==> src/rtl/fifo_pkg.sv <==
// rtl/fifo_pkg.sv - shared sizing helpers and read-mode enum for fifo_sync_flex
package fifo_pkg;

  typedef enum logic {
    FIFO_STD  = 1'b0,
    FIFO_FWFT = 1'b1
  } fifo_mode_e;

  localparam int FIFO_DEFAULT_DEPTH = 16;
  localparam int FIFO_DEFAULT_WIDTH = 32;

  // Address width never collapses to zero, so a 1-entry array still has a 1-bit index.
  function automatic int clog2_min1(input int value);
    int r;
    r = 0;
    for (int i = 0; i < 31; i++) begin
      if ((32'sd1 <<< i) < value) r = i + 1;
    end
    return (r == 0) ? 1 : r;
  endfunction

  function automatic int ptr_width(input int depth);
    return clog2_min1(depth) + 1;
  endfunction

  function automatic int level_width(input int depth);
    return clog2_min1(depth) + 1;
  endfunction

  function automatic bit is_pow2(input int value);
    return (value >= 2) && ((value & (value - 1)) == 0);
  endfunction

endpackage

==> src/rtl/fifo_mem_sp2.sv <==
// rtl/fifo_mem_sp2.sv - register array with one write port and one asynchronous read port
module fifo_mem_sp2
  import fifo_pkg::*;
#(
  parameter int DATA_WIDTH = FIFO_DEFAULT_WIDTH,
  parameter int FIFO_DEPTH = FIFO_DEFAULT_DEPTH
) (
  input  logic                                 clk,
  input  logic                                 we,
  input  logic [clog2_min1(FIFO_DEPTH)-1:0]    waddr,
  input  logic [DATA_WIDTH-1:0]                wdata,
  input  logic [clog2_min1(FIFO_DEPTH)-1:0]    raddr,
  output logic [DATA_WIDTH-1:0]                rdata
);

  logic [DATA_WIDTH-1:0] mem [FIFO_DEPTH];

  // Contents are deliberately not reset; the pointers define what is valid.
  always_ff @(posedge clk) begin
    if (we) mem[waddr] <= wdata;
  end

  assign rdata = mem[raddr];

endmodule

==> src/rtl/fifo_sync_flex.sv <==
// rtl/fifo_sync_flex.sv - single-clock FIFO, STD/FWFT read, thresholds, level; FIFO_SYNC_FLEX_ERR_FLAGS_EN adds sticky error flags
module fifo_sync_flex
  import fifo_pkg::*;
#(
  parameter int DATA_WIDTH    = 32,
  parameter int FIFO_DEPTH    = 16,
  parameter int FWFT          = 0,
  parameter int AFULL_THRESH  = FIFO_DEPTH - 2,
  parameter int AEMPTY_THRESH = 2
) (
  input  logic                        clk,
  input  logic                        rst,
  input  logic                        wr_en,
  input  logic [DATA_WIDTH-1:0]       data_in,
  input  logic                        rd_en,
`ifdef FIFO_SYNC_FLEX_ERR_FLAGS_EN
  input  logic                        err_clr,
  output logic                        overflow,
  output logic                        underflow,
`endif
  output logic [DATA_WIDTH-1:0]       data_out,
  output logic                        full,
  output logic                        empty,
  output logic                        almost_full,
  output logic                        almost_empty,
  output logic [$clog2(FIFO_DEPTH):0] level
);

  localparam int AW = clog2_min1(FIFO_DEPTH);
  localparam int PW = ptr_width(FIFO_DEPTH);
  localparam int LW = $clog2(FIFO_DEPTH) + 1;
  localparam fifo_mode_e MODE = (FWFT != 0) ? FIFO_FWFT : FIFO_STD;
  localparam logic [LW-1:0] AF_T = LW'(AFULL_THRESH);
  localparam logic [LW-1:0] AE_T = LW'(AEMPTY_THRESH);

  if (!is_pow2(FIFO_DEPTH)) begin : g_bad_depth
    $error("fifo_sync_flex: FIFO_DEPTH must be a power of two and at least 2");
  end
  if (AFULL_THRESH < 1 || AFULL_THRESH > FIFO_DEPTH) begin : g_bad_afull
    $error("fifo_sync_flex: AFULL_THRESH out of range 1..FIFO_DEPTH");
  end
  if (AEMPTY_THRESH < 0 || AEMPTY_THRESH > FIFO_DEPTH - 1) begin : g_bad_aempty
    $error("fifo_sync_flex: AEMPTY_THRESH out of range 0..FIFO_DEPTH-1");
  end

  logic [PW-1:0]         wr_ptr;
  logic [PW-1:0]         rd_ptr;
  logic [LW-1:0]         level_q;
  logic [DATA_WIDTH-1:0] rd_data;
  logic                  wr_ok;
  logic                  rd_ok;

  // Extra MSB distinguishes a full ring from an empty one when the indices match.
  assign empty = (wr_ptr == rd_ptr);
  assign full  = (wr_ptr[AW-1:0] == rd_ptr[AW-1:0]) && (wr_ptr[AW] != rd_ptr[AW]);

  assign wr_ok = wr_en & ~full;
  assign rd_ok = rd_en & ~empty;

  assign level        = level_q;
  assign almost_full  = (level_q >= AF_T);
  assign almost_empty = (level_q <= AE_T);

  always_ff @(posedge clk) begin
    if (rst) begin
      wr_ptr  <= '0;
      rd_ptr  <= '0;
      level_q <= '0;
    end else begin
      if (wr_ok) wr_ptr <= wr_ptr + PW'(1);
      if (rd_ok) rd_ptr <= rd_ptr + PW'(1);
      level_q <= level_q + LW'(wr_ok) - LW'(rd_ok);
    end
  end

  fifo_mem_sp2 #(
    .DATA_WIDTH (DATA_WIDTH),
    .FIFO_DEPTH (FIFO_DEPTH)
  ) u_mem (
    .clk   (clk),
    .we    (wr_ok),
    .waddr (wr_ptr[AW-1:0]),
    .wdata (data_in),
    .raddr (rd_ptr[AW-1:0]),
    .rdata (rd_data)
  );

  if (MODE == FIFO_STD) begin : g_std
    logic [DATA_WIDTH-1:0] dout_q;

    always_ff @(posedge clk) begin
      if (rst)        dout_q <= '0;
      else if (rd_ok) dout_q <= rd_data;
    end

    assign data_out = dout_q;
  end else begin : g_fwft
    // Head word is shown as soon as it exists; rd_en only acknowledges it.
    assign data_out = empty ? '0 : rd_data;
  end

`ifdef FIFO_SYNC_FLEX_ERR_FLAGS_EN
  // A fresh error wins over err_clr in the same cycle.
  always_ff @(posedge clk) begin
    if (rst) begin
      overflow  <= 1'b0;
      underflow <= 1'b0;
    end else begin
      if (wr_en && full)  overflow <= 1'b1;
      else if (err_clr)   overflow <= 1'b0;
      if (rd_en && empty) underflow <= 1'b1;
      else if (err_clr)   underflow <= 1'b0;
    end
  end
`endif

endmodule

==> config.mk <==
export PLATFORM = sky130hd
export DESIGN_NAME = fifo_sync_flex
export DESIGN_NICKNAME = d
export VERILOG_FILES = /design/src/rtl/fifo_pkg.sv /design/src/rtl/fifo_mem_sp2.sv /design/src/rtl/fifo_sync_flex.sv
export SDC_FILE = /design/constraint.sdc
export NUM_CORES = 1
export LEC_CHECK = 0
export CAP_MARGIN = 20
export CELL_PAD_IN_SITES_DETAIL_PLACEMENT = 0
export CELL_PAD_IN_SITES_GLOBAL_PLACEMENT = 1
export CORE_MARGIN = 2
export CORE_UTILIZATION = 58
export DETAILED_ROUTE_END_ITERATION = 6
export PLACE_DENSITY_LB_ADDON = 0.1
export SYNTH_ARGS = -nofsm -noshare
export SYNTH_HDL_FRONTEND = slang
export SYNTH_HIERARCHICAL = 1
export SYNTH_SLANG_ARGS = --single-unit
==> constraint.sdc <==
create_clock -name clk -period 10.7 [get_ports clk]
set_input_delay 1.605 -clock clk [delete_from_list [all_inputs] [get_ports clk]]
set_output_delay 1.605 -clock clk [all_outputs]
set_load 0.01 [all_outputs]
After elaboration in Yosys (flattened, before gate mapping)
Memory sizes are Yosys's and may differ from the RTL's. A register that Yosys moved wholly into a read port is not among the register bits.
Index checks and enable logic that the tools add are counted.
W data, S select, Z words.
{"block": "op_classes", "magnitude_cmp": 2, "add_sub_neg": 4, "bitwise": 4, "reduce_logical": 1, "muxes": 2, "n_eq_ne": 3}
{"op": "$add A5 B1 Y5 const B", "count": 2}
{"op": "$add A5 B1 Y5", "count": 1}
{"op": "$eq A5 B5 Y1", "count": 1}
{"op": "$ge A5 B4 Y1 const B", "count": 1}
{"op": "$le A5 B2 Y1 const B", "count": 1}
{"op": "$sub A5 B1 Y5", "count": 1}
{"op": "$eq A4 B4 Y1", "count": 1}
{"op": "$and A1 B1 Y1", "count": 2}
{"op": "$mux W1", "count": 2}
{"op": "$not A1 Y1", "count": 2}
{"op": "$logic_and A1 B1 Y1", "count": 1}
{"op": "$ne A1 B1 Y1", "count": 1}
{"block": "word_totals", "output_inout_bits": 41, "regBits": 15, "mem_bits_rw": 512, "inputBits": 36, "elab_cells": 20, "mem_count": 1}
{"name": "u_mem.mem", "depth": 16, "width": 32, "read_ports": 1, "rd_ports_with_merged_regs": 1, "write_ports": 1, "line": "fifo_mem_sp2.sv:16", "source": "logic [DATA_WIDTH-1:0] mem [FIFO_DEPTH];"}

Longest topological paths before layout
Gate-level depths: netlist of run 1.
{"block": "logic_depth", "depth_word": 6, "mapped_depth": 14, "mapped_depth_nobuf": 12}

Hierarchy
Netlist of run 1, hierarchy kept.
{"mod": "fifo_mem_sp2", "instances": 1, "cells_per_inst": 806, "area_each_um2": 19213.4, "seq_area_each_um2": 15374.7}
{"mod": "fifo_sync_flex", "instances": 1, "cells_per_inst": 253, "area_each_um2": 2304.7, "seq_area_each_um2": 940.9}

Worst setup path after synthesis of run 1
OpenSTA, ideal clock, no wires.
{"block": "synth_timing", "kind": "input port to flip-flop", "from": "input wr_en", "to": "memory u_mem.mem[0][0] (enable)", "arrival_ns": 4.616, "n_path_buf": 0, "setup_slack_ns": 5.623, "path_stages": 3, "path_cell_list": "a21boi_2 or3b_2 nor3_1"}
{"block": "synth_via", "elab_chain_cells": 3}
{"element": "start, declared", "line": "fifo_sync_flex.sv:13", "source": "input logic wr_en,"}
{"element": "$and A1 B1 Y1", "line": "fifo_sync_flex.sv:57", "source": "assign wr_ok = wr_en & ~full;"}
{"element": "$mux W1", "line": "fifo_mem_sp2.sv:20", "source": "if (we) mem[waddr] <= wdata;"}
{"element": "$mux W1 (not written as such)", "line": "fifo_mem_sp2.sv:20"}
{"element": "end, declared", "line": "fifo_mem_sp2.sv:16"}
No other way between the ends.

Worst setup path in the final report of run 1
{"block": "layout_timing", "from": "register rd_ptr[1]", "to": "output empty"}
{"block": "layout_via", "elab_chain_cells": 1}
{"element": "start, declared", "line": "fifo_sync_flex.sv:47", "source": "logic [PW-1:0] rd_ptr;"}
{"element": "start signal, assigned", "line": "fifo_sync_flex.sv:71", "source": "if (rd_ok) rd_ptr <= rd_ptr + PW'(1);"}
{"element": "$eq A5 B5 Y1", "line": "fifo_sync_flex.sv:54", "source": "assign empty = (wr_ptr == rd_ptr);"}
{"element": "end, declared", "line": "fifo_sync_flex.sv:23", "source": "output logic empty,"}
No other way between the ends.

==> results of run 1 <==
## registers in the layout, indices dropped and copies added, names as in the netlist
signal	flops
data_out	32
level	5
rd_ptr	5
u_mem/mem	512
wr_ptr	5
## metal layers
metal	global-route usage	up-vias	routed length [um]	share of wire
li1	-	4532	-	-
met1	0.340	5440	18900	0.44
met2	0.366	274	20600	0.48
met3	0.0416	37	2550	0.060
met4	0.0535	0	559	0.013
met5	0	-	0	0
## power by group through the flow
stage               combinational (W)  sequential, W  clock [W]
global route                 0.000733        0.00250    0.00198
floorplan                    0.000489        0.00253          0
CTS                          0.000684        0.00250    0.00190
global placement             0.000680        0.00254          0
finish                       0.000670        0.00249    0.00186
detailed placement           0.000682        0.00254          0
## layout by cell type (no fill, tap or decap), types with 3 or more instances in the layout
cell             synthesis  final
clkinv_1                 0      4
buf_4                   11     17
bufinv_16                0      4
ha_1                    12     12
clkbuf_8                 0      6
clkbuf_1                26     13
nor2_4                   0     13
nand2_1                104    104
edfxtp_1               512    512
a21oi_1                  5      5
mux2i_1                 34     34
xnor2_1                  6      6
inv_1                   11     11
clkbuf_16                0     55
or3_1                    3      3
mux4_2                 128    128
o21ai_0                  3      3
clkinv_2                 0     16
inv_6                    0      3
buf_12                   3      3
buf_16                   0      3
nor2_1                  19      6
nor3_2                   0      4
nor2b_1                 11      9
nand4_1                  4      4
mux2_1                   4      4
dfxtp_1                 47     45
a22oi_1                 64     64
clkdlybuf4s50_1          0     76
## metrics by stage
stage / worst slack (ps) / cells / hold WS (ps)
after detailed placement: 6200 / 1566 / 449
final: 6340 / 1673 / 455
after floorplan: 5620 / 1059 / 479
after global routing: 6160 / 1672 / 471
after global placement: 6240 / 1564 / 442
after CTS: 6280 / 1669 / 459
## path summary, 6_finish.rpt
path / endpoint / slack [ps] / depth (start not counted)
max reg2reg: u_mem/mem[14][9]$_DFFE_PP_ / 7000 / 6
min: data_out[3]$_SDFFE_PP0P_ / 450 / 2
max: empty / 6340 / 5
min reg2reg: data_out[3]$_SDFFE_PP0P_ / 450 / 2
## layout make-up
class	instances	share of cell area
antenna	1	0.000101
clock buffer	74	0.0610
clock inverter	29	0.0104
inverter	13	0.00197
multi-input combinational	430	0.201
sequential	559	0.661
tap	468	0.0237
timing repair buffer	99	0.0417
## worst min-delay path, cell delays in order, from the launching register on
cell,delay [ps]
dfxtp_1,310
nand2_1,50
mux2i_1,50
## logic make-up (layout without fill, tap and decap cells)
logic type	count (synthesis)	after routing	share of synthesized area
XOR/XNOR	7	7	0.00285
AND/OR/NAND/NOR	158	158	0.0317
other	0	1	0
flip-flops	559	559	0.758
buffers and inverters	70	215	0.0180
AO/OA/AOI/OAI	86	86	0.0294
adder cells (fa/ha/maj)	13	13	0.00791
multiplexers	166	166	0.152
==> impl_metrics.env, run 1 <==
export IMPL_fillers=2407
export IMPL_ys_warn_count=6
export IMPL_wl_per_cell_um=25.5
export IMPL_clkSlewWorstSetupHoldPaths_ps=60
export IMPL_worst_pin_slew_ps=1130
export IMPL_status="finished, final reports clean"
export IMPL_cts_root_buf="clkbuf_16"
export IMPL_initial_core_util=0.588
export IMPL_fin_skew_ps=19.9
export IMPL_htree_levels=2
export IMPL_setup_viol=0
export IMPL_cts_buffer_depth=3
export IMPL_core_mm2=0.0366
export IMPL_cts_hold_buf=0
export IMPL_antenna_found_initial=1
export IMPL_gp_congestion=0.721
export IMPL_synthesis_nets=1108
export IMPL_nets=1207
export IMPL_synth_top_area_frac=0.715
export IMPL_rsz0062_at_grt="no"
export IMPL_row_count=70
export IMPL_viasPerCell=6.15
export IMPL_dieArea_mm2=0.0387
export IMPL_path_cells="xnor2_1 -> and4_1 -> nand2_1 -> inv_1 -> clkdlybuf4s50_1"
export IMPL_drc=0
export IMPL_yosys_cell_types_count=45
export IMPL_cp_end_kind="output pin"
export IMPL_avgSynthCellArea_um2=20.3
export IMPL_synth_top_cells_by_count="512 x edfxtp_1, 128 x mux4_2, 104 x nand2_1, 64 x a22oi_1, 47 x dfxtp_1"
export IMPL_synth_largest_area_cell="edfxtp_1"
export IMPL_dp_hpwl_mm=23.8
export IMPL_area_delta_synth_final_pct=14.8
export IMPL_ant_nets=0
export IMPL_crit_type="reg -> out"
export IMPL_slowest_delay_ps=760
export IMPL_grt_pass1_wl_mm=65.1
export IMPL_die_w_um=197
export IMPL_crit_buf_inv=2
export IMPL_drv_slew=0
export IMPL_yosys_top_cells_area="edfxtp_1 71%, mux4_2 13%, dfxtp_1 4.4%"
export IMPL_power_frac_clock=0.371
export IMPL_p_leak_nw=7.77
export IMPL_place_area_mm2=0.0229
export IMPL_fin_crit_ps=4360
export IMPL_pin_count=77
export IMPL_fin_util=0.675
export IMPL_grt_pass1_vias=10600
export IMPL_final_seq_area_mm2=0.0163
export IMPL_setup_tns_final_ps=0
export IMPL_relSlewSlack=0.244
export IMPL_cts_resized_gates=0
export IMPL_path_max_fanout=41
export IMPL_grt_usage=0.230
export IMPL_grt_overflow=0
export IMPL_rr_startpoint="rd_ptr[1]$_SDFFE_PP0P_"
export IMPL_power_density_mw_per_mm2=203
export IMPL_path_delay_family="flip-flops"
export IMPL_drt_pre_antenna_iters=5
export IMPL_arrival_ps=2760
export IMPL_drt_iter0_drc=721
export IMPL_power_frac_comb=0.133
export IMPL_die_height_um=197
export IMPL_cts_buffers=55
export IMPL_cpMaxStageDelayCell="dfxtp_4"
export IMPL_synth_ff_type="edfxtp_1"
export IMPL_min_from="data_out[3]$_SDFFE_PP0P_"
export IMPL_finalCritPeriodShare=0.408
export IMPL_max_cap_violations=0
export IMPL_cts_tree="built"
export IMPL_power_total_w=0.00503
export IMPL_hold_class="reg -> reg"
export IMPL_crit_required_ps=9100
export IMPL_swShare=0.228
export IMPL_clock_sinks=559
export IMPL_synth_edf_count=512
export IMPL_ys_seq_area_frac=0.758
export IMPL_clock_latency_ps=590
export IMPL_vias=10300
export IMPL_grt_max_degree=111
export IMPL_netlist_area_mm2=0.0215
export IMPL_wirelength_mm=42.6
export IMPL_finalHoldViolCount=0
export IMPL_multi_input_area_mm2=0.00496
export IMPL_syn_inst=1059
export IMPL_cp_start_kind="register"
export IMPL_io_buffer_count=76
export IMPL_cts_setup_buffers=0
export IMPL_seq_power_share=0.496
export IMPL_ir_drop_mv=0.144
export IMPL_drive_gt1_frac=0.219
export IMPL_clock_fmax_mhz=229
export IMPL_critical_path_startpoint="rd_ptr[1]$_SDFFE_PP0P_"
export IMPL_yosys_register_bits=559
export IMPL_p_int_w=0.00388
export IMPL_switching_power_w=0.00115
export IMPL_fin_area_mm2=0.0247
export IMPL_post_synth_top_count_cell="edfxtp_1"
export IMPL_ys_async_sr_fraction=0
No activity file was read; power rests on OpenSTA's default activity.
==> run 2: changes to the inputs <==
--- a/config.mk
+++ b/config.mk
@@ -9,7 +9,7 @@
 export CELL_PAD_IN_SITES_DETAIL_PLACEMENT = 0
 export CELL_PAD_IN_SITES_GLOBAL_PLACEMENT = 1
 export CORE_MARGIN = 2
-export CORE_UTILIZATION = 58
+export CORE_UTILIZATION = 53
 export DETAILED_ROUTE_END_ITERATION = 6
 export PLACE_DENSITY_LB_ADDON = 0.1
 export SYNTH_ARGS = -nofsm -noshare
==> constraint.sdc (replaced) <==
create_clock -name clk -period 4.1 [get_ports clk]
set_input_delay 0.615 -clock clk [delete_from_list [all_inputs] [get_ports clk]]
set_output_delay 0.615 -clock clk [all_outputs]
set_load 0.01 [all_outputs]
==> impl_metrics.env, run 2 (synthesis results as in run 1) <==
export IMPL_rr_startpoint="wr_ptr[0]$_SDFFE_PP0P_"
export IMPL_p_leak_nw=7.80
export IMPL_ir_drop_mv=0.390
export IMPL_clkSlewWorstSetupHoldPaths_ps=60
export IMPL_switching_power_w=0.00301
export IMPL_cts_setup_buffers=0
export IMPL_area_delta_synth_final_pct=15.5
export IMPL_crit_type="reg -> reg"
export IMPL_finalHoldViolCount=0
export IMPL_max_cap_violations=0
export IMPL_antenna_found_initial=0
export IMPL_top_register="u_mem/mem"
export IMPL_wl_per_cell_um=25.4
export IMPL_drive_gt1_frac=0.217
export IMPL_die_height_um=205
export IMPL_grt_overflow=0
export IMPL_cts_tree="built"
export IMPL_min_from="data_out[7]$_SDFFE_PP0P_"
export IMPL_dieArea_mm2=0.0422
export IMPL_crit_required_ps=4620
export IMPL_path_max_fanout=12
export IMPL_clock_sinks=559
export IMPL_grt_usage=0.218
export IMPL_path_delay_family="adder cells"
export IMPL_worstReg2RegEnd="level[4]$_SDFF_PP0_"
export IMPL_drc=0
export IMPL_reg2reg_depth=12
export IMPL_clock_latency_ps=610
export IMPL_r2r_setup_slack_ps=810
export IMPL_drt_pre_antenna_iters=5
export IMPL_final_common_cell="edfxtp_1"
export IMPL_swShare=0.229
export IMPL_drv_slew=0
export IMPL_initial_core_util=0.539
export IMPL_core_mm2=0.0399
export IMPL_holdPathEnd="data_out[7]$_SDFFE_PP0P_"
export IMPL_ant_nets=0
export IMPL_wirelength_mm=44.0
export IMPL_io_buffer_count=76
export IMPL_arrival_ps=3810
export IMPL_relSlewSlack=0.324
export IMPL_drt_iter0_drc=848
export IMPL_vias=10300
export IMPL_power_density_mw_per_mm2=530
export IMPL_cp_end_kind="register"
export IMPL_finalCritPeriodShare=0.802
export IMPL_fin_skew_ps=19.3
export IMPL_p_int_w=0.0101
export IMPL_nets=1214
export IMPL_hold_class="reg -> reg"
export IMPL_antennaDiodeCount=0
export IMPL_die_w_um=205
export IMPL_htree_levels=2
export IMPL_row_count=73
export IMPL_rsz0062_at_grt="no"
export IMPL_grt_max_degree=132
export IMPL_place_area_mm2=0.0231
export IMPL_mostFrequentLayoutCells="512 x edfxtp_1, 128 x mux4_2, 104 x nand2_1"
export IMPL_cpMaxStageDelayCell="dfxtp_1"
export IMPL_cts_buffer_depth=3
export IMPL_cts_hold_buf=0
export IMPL_grt_pass1_wl_mm=66.7
export IMPL_grt_pass1_vias=10600
export IMPL_seq_power_share=0.490
export IMPL_cts_buffers=55
export IMPL_fin_crit_ps=3290
export IMPL_power_frac_clock=0.372
export IMPL_clock_fmax_mhz=304
export IMPL_dp_hpwl_mm=23.9
export IMPL_worst_pin_slew_ps=1010
export IMPL_power_frac_comb=0.137
export IMPL_fin_area_mm2=0.0248
export IMPL_status="finished, final reports clean"
export IMPL_cpMostUsedCell="ha_1"
export IMPL_cp_start_kind="register"
export IMPL_holdPathStages=2
export IMPL_cts_root_buf="clkbuf_16"
export IMPL_path_cells="xnor2_1 -> and4_1 -> a21boi_2 -> inv_2 -> ha_1 -> inv_1 -> ha_1 -> fa_1 -> nor2b_1 -> o21a_1 -> or3_1 -> a21oi_1"
export IMPL_crit_buf_inv=2
export IMPL_setup_tns_final_ps=0
export IMPL_largest_register_ff_count=512
export IMPL_pin_count=77
export IMPL_gp_congestion=0.705
export IMPL_slowest_delay_ps=640
export IMPL_viasPerCell=5.96
export IMPL_cts_resized_gates=0
export IMPL_setup_viol=0
run 2: changes by cell type in the layout (fill, tap and decap cells not counted), moves of 2 or more:
cell,change
clkinv_1,+6
buf_16,-2
clkinvlp_4,-2
inv_6,-2
buf_4,+5
buf_12,+4
clkinv_2,-5
run 2: cell type report:
class | instances | area [um2]
Timing Repair Buffer | 106 | 1090
Clock buffer | 75 | 1520
Multi-Input combinational cell | 430 | 4960
Sequential cell | 559 | 16300
Tap cell | 525 | 657
Clock inverter | 27 | 238
Inverter | 13 | 48.8
Fill cell | 2825 | 15100
run 2: worst max path at each step:
stage | endpoint | slack (ps) | start | cells past startpoint
floorplan | u_mem/mem[4][0]$_DFFE_PP_ | 40 | wr_ptr[0]$_SDFFE_PP0P_ | 6
global placement | level[4]$_SDFF_PP0_ | 690 | wr_en | 11
finish | level[4]$_SDFF_PP0_ | 810 | wr_ptr[0]$_SDFFE_PP0P_ | 12
CTS | level[4]$_SDFF_PP0_ | 800 | wr_ptr[0]$_SDFFE_PP0P_ | 12
detailed placement | level[4]$_SDFF_PP0_ | 730 | wr_en | 11
global route | level[4]$_SDFF_PP0_ | 610 | wr_ptr[0]$_SDFFE_PP0P_ | 12
run 2: metal layers:
metal | track usage | vias up | share of wire
met5 | 0 | - | 0
met4 | 0.0624 | 0 | 0.020
met3 | 0.0345 | 58 | 0.057
met2 | 0.348 | 297 | 0.48
met1 | 0.315 | 5463 | 0.44
li1 | - | 4528 | -
run 2: worst min-delay path, delay by kind of cell (launching register included):
family | cells | cell delay, ps
flip-flops | 1 | 310
AND/OR/NAND/NOR | 1 | 50
multiplexers | 1 | 50
run 2: power by group through the flow:
stage / combinational, W / sequential, W / clock (W)
final: 0.00181 / 0.00645 / 0.00490
after CTS: 0.00185 / 0.00645 / 0.00500
after detailed placement: 0.00185 / 0.00657 / 0
after global routing: 0.00198 / 0.00647 / 0.00520
after floorplan: 0.00128 / 0.00660 / 0
after global placement: 0.00184 / 0.00657 / 0
run 2: through the flow:
step,setup slack (ps),power (W),hold slack [ps],cells,utilization
2_1_floorplan,36.1,0.00788,479,1059,-
3_3_place_gp,692,0.00841,441,1632,0.578
3_5_place_dp,731,0.00842,447,1632,0.578
4_1_cts,800,0.0133,459,1734,0.622
5_1_grt,611,0.0137,470,1735,0.622
6_report,811,0.0132,454,1735,0.622
